**src/rtl/id_ex_stage_if.sv**
```systemverilog
// Decode->stage and stage->ALU buses; master drives the payload and valid, slave drives ready.
// No storage here: latency and backpressure belong entirely to the stage that uses them.
interface id_ex_dec_if #(
    parameter int WIDTH = 32,
    parameter int CTRLW = 3
) ();
    logic             in_valid;
    logic             in_ready;
    logic [WIDTH-1:0] RD1;
    logic [WIDTH-1:0] RD2;
    logic [WIDTH-1:0] ImmExt;
    logic             ALUSrc;
    logic [CTRLW-1:0] ALUControl_in;
    logic             RegWrite_in;
    logic [4:0]       Rd_in;
    logic             flush;

    modport master (
        output in_valid, RD1, RD2, ImmExt, ALUSrc, ALUControl_in, RegWrite_in, Rd_in, flush,
        input  in_ready
    );
    modport slave (
        input  in_valid, RD1, RD2, ImmExt, ALUSrc, ALUControl_in, RegWrite_in, Rd_in, flush,
        output in_ready
    );
endinterface

interface id_ex_alu_if #(
    parameter int WIDTH = 32,
    parameter int CTRLW = 3
) ();
    logic             out_valid;
    logic             out_ready;
    logic [WIDTH-1:0] SrcA;
    logic [WIDTH-1:0] SrcB;
    logic [CTRLW-1:0] ALUControl;
    logic             RegWrite;
    logic [4:0]       Rd;

    modport master (
        output out_valid, SrcA, SrcB, ALUControl, RegWrite, Rd,
        input  out_ready
    );
    modport slave (
        input  out_valid, SrcA, SrcB, ALUControl, RegWrite, Rd,
        output out_ready
    );
endinterface

```
**src/rtl/id_ex_stage.sv**
```systemverilog
// ID/EX boundary register with 2-entry skid: 1-cycle latency, 1/cycle throughput;
// in_ready comes only from skid occupancy, so out_ready never reaches decode combinationally.
module id_ex_stage #(
    parameter int WIDTH = 32,
    parameter int CTRLW = 3,
    parameter int CNTW  = 16
) (
    input  logic            clk,
    input  logic            rst,
    id_ex_dec_if.slave      dec,
    id_ex_alu_if.master     alu,
    output logic [CNTW-1:0] stall_cnt
);

    typedef struct packed {
        logic [WIDTH-1:0] a;
        logic [WIDTH-1:0] b;
        logic [CTRLW-1:0] ctrl;
        logic             rw;
        logic [4:0]       rd;
    } pay_t;

    // S_BOTH means main and skid both hold an entry; skid is never occupied alone.
    typedef enum logic [1:0] {
        S_EMPTY = 2'd0,
        S_MAIN  = 2'd1,
        S_BOTH  = 2'd2
    } state_t;

    state_t          r_state;
    state_t          w_state_nxt;
    pay_t            r_main;
    pay_t            r_skid;
    pay_t            w_cap;
    logic [CNTW-1:0] r_stall_cnt;

    logic w_main_vld;
    logic w_skid_vld;
    logic w_in_rdy;
    logic w_in_fire;
    logic w_out_fire;
    logic w_ld_main_in;
    logic w_ld_main_skid;
    logic w_ld_skid;
    logic w_stall;
    logic w_cnt_sat;

    assign w_main_vld = (r_state != S_EMPTY);
    assign w_skid_vld = (r_state == S_BOTH);
    assign w_in_rdy   = ~w_skid_vld;
    assign w_in_fire  = dec.in_valid & w_in_rdy;
    assign w_out_fire = w_main_vld & alu.out_ready;

    // B-source mux resolved here so later ALUSrc changes cannot disturb held entries.
    always_comb begin
        w_cap      = '0;
        w_cap.a    = dec.RD1;
        w_cap.b    = dec.ALUSrc ? dec.ImmExt : dec.RD2;
        w_cap.ctrl = dec.ALUControl_in;
        w_cap.rw   = dec.RegWrite_in;
        w_cap.rd   = dec.Rd_in;
    end

    always_ff @(posedge clk or posedge rst) begin
        if (rst) begin
            r_state <= S_EMPTY;
        end else begin
            r_state <= w_state_nxt;
        end
    end

    always_comb begin
        w_state_nxt    = r_state;
        w_ld_main_in   = 1'b0;
        w_ld_main_skid = 1'b0;
        w_ld_skid      = 1'b0;
        if (dec.flush) begin
            w_state_nxt = S_EMPTY;
        end else begin
            case (r_state)
                S_EMPTY: begin
                    if (w_in_fire) begin
                        w_ld_main_in = 1'b1;
                        w_state_nxt  = S_MAIN;
                    end
                end
                S_MAIN: begin
                    if (w_out_fire) begin
                        if (w_in_fire) begin
                            w_ld_main_in = 1'b1;
                        end else begin
                            w_state_nxt = S_EMPTY;
                        end
                    end else if (w_in_fire) begin
                        w_ld_skid   = 1'b1;
                        w_state_nxt = S_BOTH;
                    end
                end
                S_BOTH: begin
                    if (w_out_fire) begin
                        w_ld_main_skid = 1'b1;
                        w_state_nxt    = S_MAIN;
                    end
                end
                default: begin
                    w_state_nxt = S_EMPTY;
                end
            endcase
        end
    end

    // Payload registers may keep stale contents after a flush; the valid state masks them.
    always_ff @(posedge clk or posedge rst) begin
        if (rst) begin
            r_main <= '0;
            r_skid <= '0;
        end else begin
            if (w_ld_main_in) begin
                r_main <= w_cap;
            end else if (w_ld_main_skid) begin
                r_main <= r_skid;
            end
            if (w_ld_skid) begin
                r_skid <= w_cap;
            end
        end
    end

    assign w_stall   = w_main_vld & ~alu.out_ready & ~dec.flush;
    assign w_cnt_sat = &r_stall_cnt;

    always_ff @(posedge clk or posedge rst) begin
        if (rst) begin
            r_stall_cnt <= '0;
        end else if (w_stall && !w_cnt_sat) begin
            r_stall_cnt <= r_stall_cnt + {{(CNTW-1){1'b0}}, 1'b1};
        end
    end

    assign dec.in_ready   = w_in_rdy;
    assign alu.out_valid  = w_main_vld;
    assign alu.SrcA       = r_main.a;
    assign alu.SrcB       = r_main.b;
    assign alu.ALUControl = r_main.ctrl;
    assign alu.RegWrite   = r_main.rw & w_main_vld;
    assign alu.Rd         = r_main.rd;
    assign stall_cnt      = r_stall_cnt;

endmodule

```
**src/flat_wrapper.sv**
```systemverilog
// flat-port wrapper written by rule: the top's interface ports become plain ports
module id_ex_stage_flat 
#(
    parameter int WIDTH = 32,
    parameter int CTRLW = 3,
    parameter int CNTW  = 16
)
  (clk, rst, stall_cnt, dec_in_valid, dec_RD1, dec_RD2, dec_ImmExt, dec_ALUSrc, dec_ALUControl_in, dec_RegWrite_in, dec_Rd_in, dec_flush, dec_in_ready, alu_out_valid, alu_SrcA, alu_SrcB, alu_ALUControl, alu_RegWrite, alu_Rd, alu_out_ready);
  id_ex_dec_if #(.WIDTH(WIDTH), .CTRLW(CTRLW)) dec_i ();
  id_ex_alu_if #(.WIDTH(WIDTH), .CTRLW(CTRLW)) alu_i ();
  input  logic clk;
  input  logic rst;
  output logic [CNTW-1:0] stall_cnt;
  input wire logic [$bits(dec_i.in_valid)-1:0] dec_in_valid;
  input wire logic [$bits(dec_i.RD1)-1:0] dec_RD1;
  input wire logic [$bits(dec_i.RD2)-1:0] dec_RD2;
  input wire logic [$bits(dec_i.ImmExt)-1:0] dec_ImmExt;
  input wire logic [$bits(dec_i.ALUSrc)-1:0] dec_ALUSrc;
  input wire logic [$bits(dec_i.ALUControl_in)-1:0] dec_ALUControl_in;
  input wire logic [$bits(dec_i.RegWrite_in)-1:0] dec_RegWrite_in;
  input wire logic [$bits(dec_i.Rd_in)-1:0] dec_Rd_in;
  input wire logic [$bits(dec_i.flush)-1:0] dec_flush;
  output wire logic [$bits(dec_i.in_ready)-1:0] dec_in_ready;
  output wire logic [$bits(alu_i.out_valid)-1:0] alu_out_valid;
  output wire logic [$bits(alu_i.SrcA)-1:0] alu_SrcA;
  output wire logic [$bits(alu_i.SrcB)-1:0] alu_SrcB;
  output wire logic [$bits(alu_i.ALUControl)-1:0] alu_ALUControl;
  output wire logic [$bits(alu_i.RegWrite)-1:0] alu_RegWrite;
  output wire logic [$bits(alu_i.Rd)-1:0] alu_Rd;
  input wire logic [$bits(alu_i.out_ready)-1:0] alu_out_ready;
  assign dec_i.in_valid = dec_in_valid;
  assign dec_i.RD1 = dec_RD1;
  assign dec_i.RD2 = dec_RD2;
  assign dec_i.ImmExt = dec_ImmExt;
  assign dec_i.ALUSrc = dec_ALUSrc;
  assign dec_i.ALUControl_in = dec_ALUControl_in;
  assign dec_i.RegWrite_in = dec_RegWrite_in;
  assign dec_i.Rd_in = dec_Rd_in;
  assign dec_i.flush = dec_flush;
  assign dec_in_ready = dec_i.in_ready;
  assign alu_out_valid = alu_i.out_valid;
  assign alu_SrcA = alu_i.SrcA;
  assign alu_SrcB = alu_i.SrcB;
  assign alu_ALUControl = alu_i.ALUControl;
  assign alu_RegWrite = alu_i.RegWrite;
  assign alu_Rd = alu_i.Rd;
  assign alu_i.out_ready = alu_out_ready;
  id_ex_stage #(.WIDTH(WIDTH), .CTRLW(CTRLW), .CNTW(CNTW)) u_core (.clk(clk), .rst(rst), .dec(dec_i), .alu(alu_i), .stall_cnt(stall_cnt));
endmodule
```
**config.mk**
```make
export PLATFORM = sky130hd
export DESIGN_NAME = id_ex_stage_flat
export DESIGN_NICKNAME = d
export VERILOG_FILES = /design/src/rtl/id_ex_stage_if.sv /design/src/rtl/id_ex_stage.sv /design/src/flat_wrapper.sv
export SDC_FILE = /design/constraint.sdc
export NUM_CORES = 1
export LEC_CHECK = 0
export CAP_MARGIN = 20
export CORE_ASPECT_RATIO = 1.4
export CORE_MARGIN = 1.5
export CORE_UTILIZATION = 53
export DETAILED_ROUTE_END_ITERATION = 6
export PLACE_DENSITY_LB_ADDON = 0.08
export SYNTH_ARGS = -nofsm -noshare
export SYNTH_HDL_FRONTEND = slang
export SYNTH_SLANG_ARGS = --single-unit
```
**constraint.sdc**
```tcl
create_clock -name clk -period 8.6 [get_ports clk]
set_input_delay 1.29 -clock clk [delete_from_list [all_inputs] [get_ports clk]]
set_output_delay 1.29 -clock clk [all_outputs]
set_load 0.005 [all_outputs]
```
=== Word level (Yosys, flattened, before mapping) ===
Index checks and enable logic that the tools add are counted.

* Output and inout bits: 91
* Register bits: 164
* Word-level logic and storage cells: 54
* Input port bits: 111

* Reductions and logical operators: 7
* Equal/unequal tests: 6
* Add/sub/neg operators: 1
* Bitwise gates (word level): 8
* Multiplexer cells: 20

{| class="wikitable"
|+ Operators with widths
! operator !! number
|-
| 73-bit 2-to-1 mux || 2
|-
| 32-bit 2-to-1 mux || 1
|-
| 16-bit by 1-bit adder with 16-bit output, second input constant || 1
|-
| 16-bit AND reduction || 1
|-
| 2-bit 2-to-1 mux || 6
|-
| 1-bit 2-to-1 mux || 9
|-
| 2-bit one-hot mux with 3 select lines || 1
|-
| 1-bit bitwise AND || 5
|-
| 4-bit by 2-bit != test with 1-bit output, second input constant || 1
|-
| 4-bit != test, second input constant || 1
|-
| 4-bit AND reduction || 1
|-
| 2-bit nonzero test || 2
|-
| 3-bit by 2-bit != test with 1-bit output, second input constant || 1
|-
| 3-bit != test, second input constant || 1
|-
| 1-bit NOT || 3
|-
| 2-bit by 1-bit equality test with 1-bit output, second input constant || 1
|-
| 2-bit equality test, second input constant || 1
|-
| 2-bit logical NOT || 1
|-
| 1-bit one-hot mux with 2 select lines || 1
|-
| 1-bit logical AND || 1
|-
| 1-bit logical NOT || 1
|}

=== Logic depth before layout (Yosys ltp) ===
* Depth in word-level cells: 8
* Depth in mapped cells: 7
* Gate-level depth less buffers: 5

=== Least setup slack after synthesis ===
Ideal clock, no wire load.

* Kind: input to register
* Start: input dec_in_valid
* End: register u_core.r_skid[0] (netlist bit)
* Buffers on the path: 3
* Data arrival time: 2.308 ns
* Stages: 6
* Setup slack: 6.168 ns
* Data required time: 8.475 ns
* Library setup time: 0.125 ns
* Cells stage by stage: nor2b_1 -> buf_2 -> nand3_2 -> buf_2 -> buf_6 -> mux2_2

* Cells in the longest elaborated chain, start to end: 5

{| class="wikitable"
|+ Ends and longest elaborated chain
! element !! line !! RTL
|-
| start: declaration || flat_wrapper.sv:14 || <nowiki>input wire logic [$bits(dec_i.in_valid)-1:0] dec_in_valid;</nowiki>
|-
| 1-bit bitwise AND || id_ex_stage.sv:51 || <nowiki>assign w_in_fire = dec.in_valid & w_in_rdy;</nowiki>
|-
| 1-bit 2-to-1 mux || id_ex_stage.sv:94 || <nowiki>end else if (w_in_fire) begin</nowiki>
|-
| 1-bit 2-to-1 mux || id_ex_stage.sv:88 || <nowiki>if (w_out_fire) begin</nowiki>
|-
| 1-bit 2-to-1 mux || id_ex_stage.sv:80 || <nowiki>case (r_state)</nowiki>
|-
| 1-bit 2-to-1 mux || id_ex_stage.sv:77 || <nowiki>if (dec.flush) begin</nowiki>
|-
| end signal: assignment || id_ex_stage.sv:124 || <nowiki>r_skid <= w_cap;</nowiki>
|-
| end: declaration || id_ex_stage.sv:33 || <nowiki>pay_t r_skid;</nowiki>
|}

Every way passes these cells.
A chain may end at the register's enable or synchronous reset.

=== Worst setup path after layout ===
* Start: input alu_out_ready
* End: register u_core.r_main, in the netlist u_core.alu.SrcB[4]

* Cells in the longest elaborated chain, start to end: 5

{| class="wikitable"
|+ Ends and longest elaborated chain
! element !! line !! RTL
|-
| start: declaration || flat_wrapper.sv:30 || <nowiki>input wire logic [$bits(alu_i.out_ready)-1:0] alu_out_ready;</nowiki>
|-
| 1-bit bitwise AND (*) || id_ex_stage.sv:52 || <nowiki>assign w_out_fire = w_main_vld & alu.out_ready;</nowiki>
|-
| 1-bit 2-to-1 mux (on tied branches) || id_ex_stage.sv:88, id_ex_stage.sv:100 ||
|-
| 1-bit one-hot mux with 2 select lines or 1-bit 2-to-1 mux (tied branches) || id_ex_stage.sv:80 ||
|-
| 1-bit 2-to-1 mux || id_ex_stage.sv:77 ||
|-
| 73-bit 2-to-1 mux or 2-bit nonzero test (tied branches) || n/a ||
|-
| end signal: assignment || id_ex_stage.sv:119 || <nowiki>r_main <= w_cap;</nowiki>
|-
| end signal: assignment || id_ex_stage.sv:121 || <nowiki>r_main <= r_skid;</nowiki>
|-
| end: declaration || id_ex_stage.sv:32 || <nowiki>pay_t r_main;</nowiki>
|}

Every way passes the cells marked *; elsewhere a longest branch is shown, timed or not.

==> results.md <==
- Clock Latency Late Sink: 430 ps
- Flop2flop setup slack: 5920 ps
- GRT Overall Usage: 23.6%
- Slowest stage delay, CP: 970 ps
- Fill cell count: 1,079
- Max-cap check violation count: 0
- Vias: 5,472
- Mapped Nets: 791
- Synth warnings: 0
- Seq/Total Area, Yosys: 54.4%
- Clock power share: 35.4%
- GPL Wtd Cong: 0.763
- RSZ-0062 raised after global routing: no
- Setup violators final: 0
- DRC viols: 0
- Worst slew margin: 31.3%
- Maximum vdd ir drop: 0.000166 V
- Min Tclk post-route: 3640 ps
- Part of the power in combinational logic: 19.2%
- Die height: 144 um
- Die Area: 15,000 um2
- CTS tree: built
- Worst r2r src: u_core.r_state[0]$_DFFE_PP0P_
- Wire per inst: 17.5 um
- Placed Instance Area: 9130 um2
- Dominant cells by area after synthesis: dfrtp_1 (54%), buf_4 (7.2%), mux2_2 (6.3%), nand2_1 (6.0%), mux2i_1 (4.4%)
- Worst-path clk slew: 60 ps
- Crit start category: primary input
- # diodes: 0
- Synth-to-Final Area Change: 29.4%
- Vias/cell: 5.53
- Net count, final: 903
- Final wirelength: 17,300 um
- Worst Path Max Fanout: 74
- Sw Share: 25.1%
- H-tree levels: 4
- Crit-path slowest cell: and4bb_4
- Flops & latches, synth: 164
- Multi-input combinational cell area: 2710 um2
- Flop pwr share: 45.3%
- Worst-path cell chain: clkdlybuf4s50_1 -> and4bb_4 -> a31oi_4 -> buf_4 -> a221o_1
- Post-layout util: 70.2%
- Crit share post-route: 42.4%
- CP bufs+invs: 2
- WS Path Type: primary input to register
- Avg Synthesized Cell Area: 11.1 um2
- TNS Setup: 0 ps
- Clk buf depth: 2
- Worst Path Required: 8900 ps
- Cts bufs inserted: 17
- Dominant cell by count in the synthesized netlist: dfrtp_1
- Vias in the first global route: 5,629
- Port Buffers: 201
- Worst min-delay path class: register to register
- Psw: 0.580 mW
- EDFF count, synth: 0
- First-pass GRT wire length: 27,900 um
- Yosys cell types: 44
- GR Overflow Total: 0
- Core Area: 13,900 um2
- Clock skew: 12.6 ps
- Leakage: 4.46 nW
- DRT Pass-1 Iters: 5
- Synth top area share: 54.4%
- Post-synthesis cell area: 7550 um2
- Layout cells sized above 1: 11.7%
- Number of DRC markers in iteration 0: 260
- I/O pin count: 202
- Clk root buf: clkbuf_16
- Post-CTS Resized: 0
- Outcome: finished clean
- Setup bufs post-CTS: 0
- CP delay by family, top: buffers and inverters
- Max Clock Freq: 0.274 GHz
- Syn Inst Count: 679
- CP Capture Type: register
- Dpl hpwl: 11,600 um
- CTS Hold Bufs: 0
- Register Area: 4100 um2
- Antenna violations before repair: 0
- Slew @ Worst Pin: 1030 ps
- CP arrival: 3940 ps
- Max-slew violations: 0
- Clk sink count: 164
- Final Hold Violating Endpoints: 0
- Top_reg_cell synth: dfrtp_1
- Rows: 51
- Largest net degree at the start of global routing: 106
- Int Power: 1.73 mW
- Async set or reset register ratio after synthesis: 100%
- Die X: 104 um
- Initial Util: 54.3%
- Area leader, netlist: dfrtp_1
- Crit path launch: alu_out_ready
- PD cells: 236 nW/um2
- Synth top cells by count: dfrtp_1 (164), nand2_1 (121), buf_4 (72)
- Hold_sp: u_core.alu.SrcA[31]$_DFFE_PP0P_
- Antenna Nets Post-Route: 0
- Final Cell Area: 9770 um2
## cells in the final DEF, fill, tap and decap left out, types with 2 or more instances in the layout
master	netlist	layout
clkdlybuf4s50_1	0	200
dfrtp_1	164	164
nand2_1	121	121
mux2_2	42	42
a22oi_1	41	41
nor2_1	37	37
mux2i_1	33	33
o21ai_0	32	32
a221o_1	32	32
clkbuf_16	0	17
xor2_1	12	12
nand3_1	5	5
inv_6	0	4
nor4_1	4	4
bufinv_16	0	4
inv_1	4	3
nor3_1	3	3
clkbuf_8	0	3
buf_4	72	3
nor2b_1	2	2
nand2b_1	2	2
or2_2	2	2
and3_1	3	2
nand4_2	2	2
o31ai_1	2	2
nand4_1	2	2
nor3b_1	2	2
xnor2_1	2	2
clkbuf_1	11	2
## final timing paths
path                                                    to  depth (start not counted)
min in group asynchronous    u_core.r_skid[51]$_DFFE_PP0P_                          2
min reg2reg                u_core.alu.SrcA[31]$_DFFE_PP0P_                          2
max reg2reg                 u_core.alu.SrcB[4]$_DFFE_PP0P_                          4
max in group asynchronous   u_core.alu.SrcA[4]$_DFFE_PP0P_                          3
max                         u_core.alu.SrcB[4]$_DFFE_PP0P_                          5
min                        u_core.alu.SrcA[31]$_DFFE_PP0P_                          2
## routing by layer
| layer | vias to the layer above | share of wire (%) | GRT usage (%) |
|---|---|---|---|
| met5 | - | 0 | 0 |
| met3 | 29 | 6.3 | 6.17 |
| met2 | 181 | 51 | 40.7 |
| met1 | 2737 | 40 | 28.4 |
| met4 | 0 | 2.0 | 9.72 |
| li1 | 2525 | - | - |
## flip-flops by register name (all words and copies together) (netlist names)
signal and cells:
u_core.stall_cnt 16, u_core.alu.SrcA 32, u_core.r_state 2, u_core.r_main 1
u_core.alu.Rd 5, u_core.alu.ALUControl 3, u_core.r_skid 73, u_core.alu.SrcB 32
## cells by family (layout without fill, tap and decap cells)
| group | count (synthesis) | in the layout | share of synthesized area [%] |
|---|---|---|---|
| fa+ha+maj | 1 | 1 | 0.166 |
| mux | 76 | 76 | 10.8 |
| buf+inv | 116 | 241 | 9.86 |
| xor+xnor | 14 | 14 | 1.62 |
| compound gates | 113 | 113 | 11.5 |
| simple gates | 195 | 195 | 11.7 |
| flops | 164 | 164 | 54.4 |
## stage by stage
stage	cells	hold WS, ps	setup WS, ps	total power, mW
floorplan	679	438	2880	1.32
global placement	956	460	4550	1.47
detailed placement	957	464	4500	1.50
CTS	989	483	4940	2.33
global route	989	498	4770	2.42
finish	989	473	4960	2.31
## worst reg2reg max path, cell delays in order (launching register included)
cell and delay, ps:
dfrtp_1 420, and4bb_4 1020, a31oi_4 290, buf_4 430, a221o_1 380
## layout make-up
| cell class | instances | area share [%] |
|---|---|---|
| clock buffer | 22 | 4.85 |
| clock inverter | 10 | 1.72 |
| inverter | 4 | 0.205 |
| multi-input combinational | 399 | 27.8 |
| sequential | 164 | 42.0 |
| tap | 185 | 2.37 |
| timing repair buffer | 205 | 21.1 |
## power groups by stage
| stage | Clock, mW | Combinational, mW | Sequential [mW] |
|---|---|---|---|
| 4_1_cts | 0.832 | 0.451 | 1.04 |
| 6_report | 0.818 | 0.444 | 1.05 |
| 5_1_grt | 0.865 | 0.488 | 1.06 |
| 3_5_place_dp | 0 | 0.449 | 1.06 |
| 3_3_place_gp | 0 | 0.428 | 1.05 |
| 2_1_floorplan | 0 | 0.293 | 1.02 |
No activity file was read; power rests on OpenSTA's default activity.
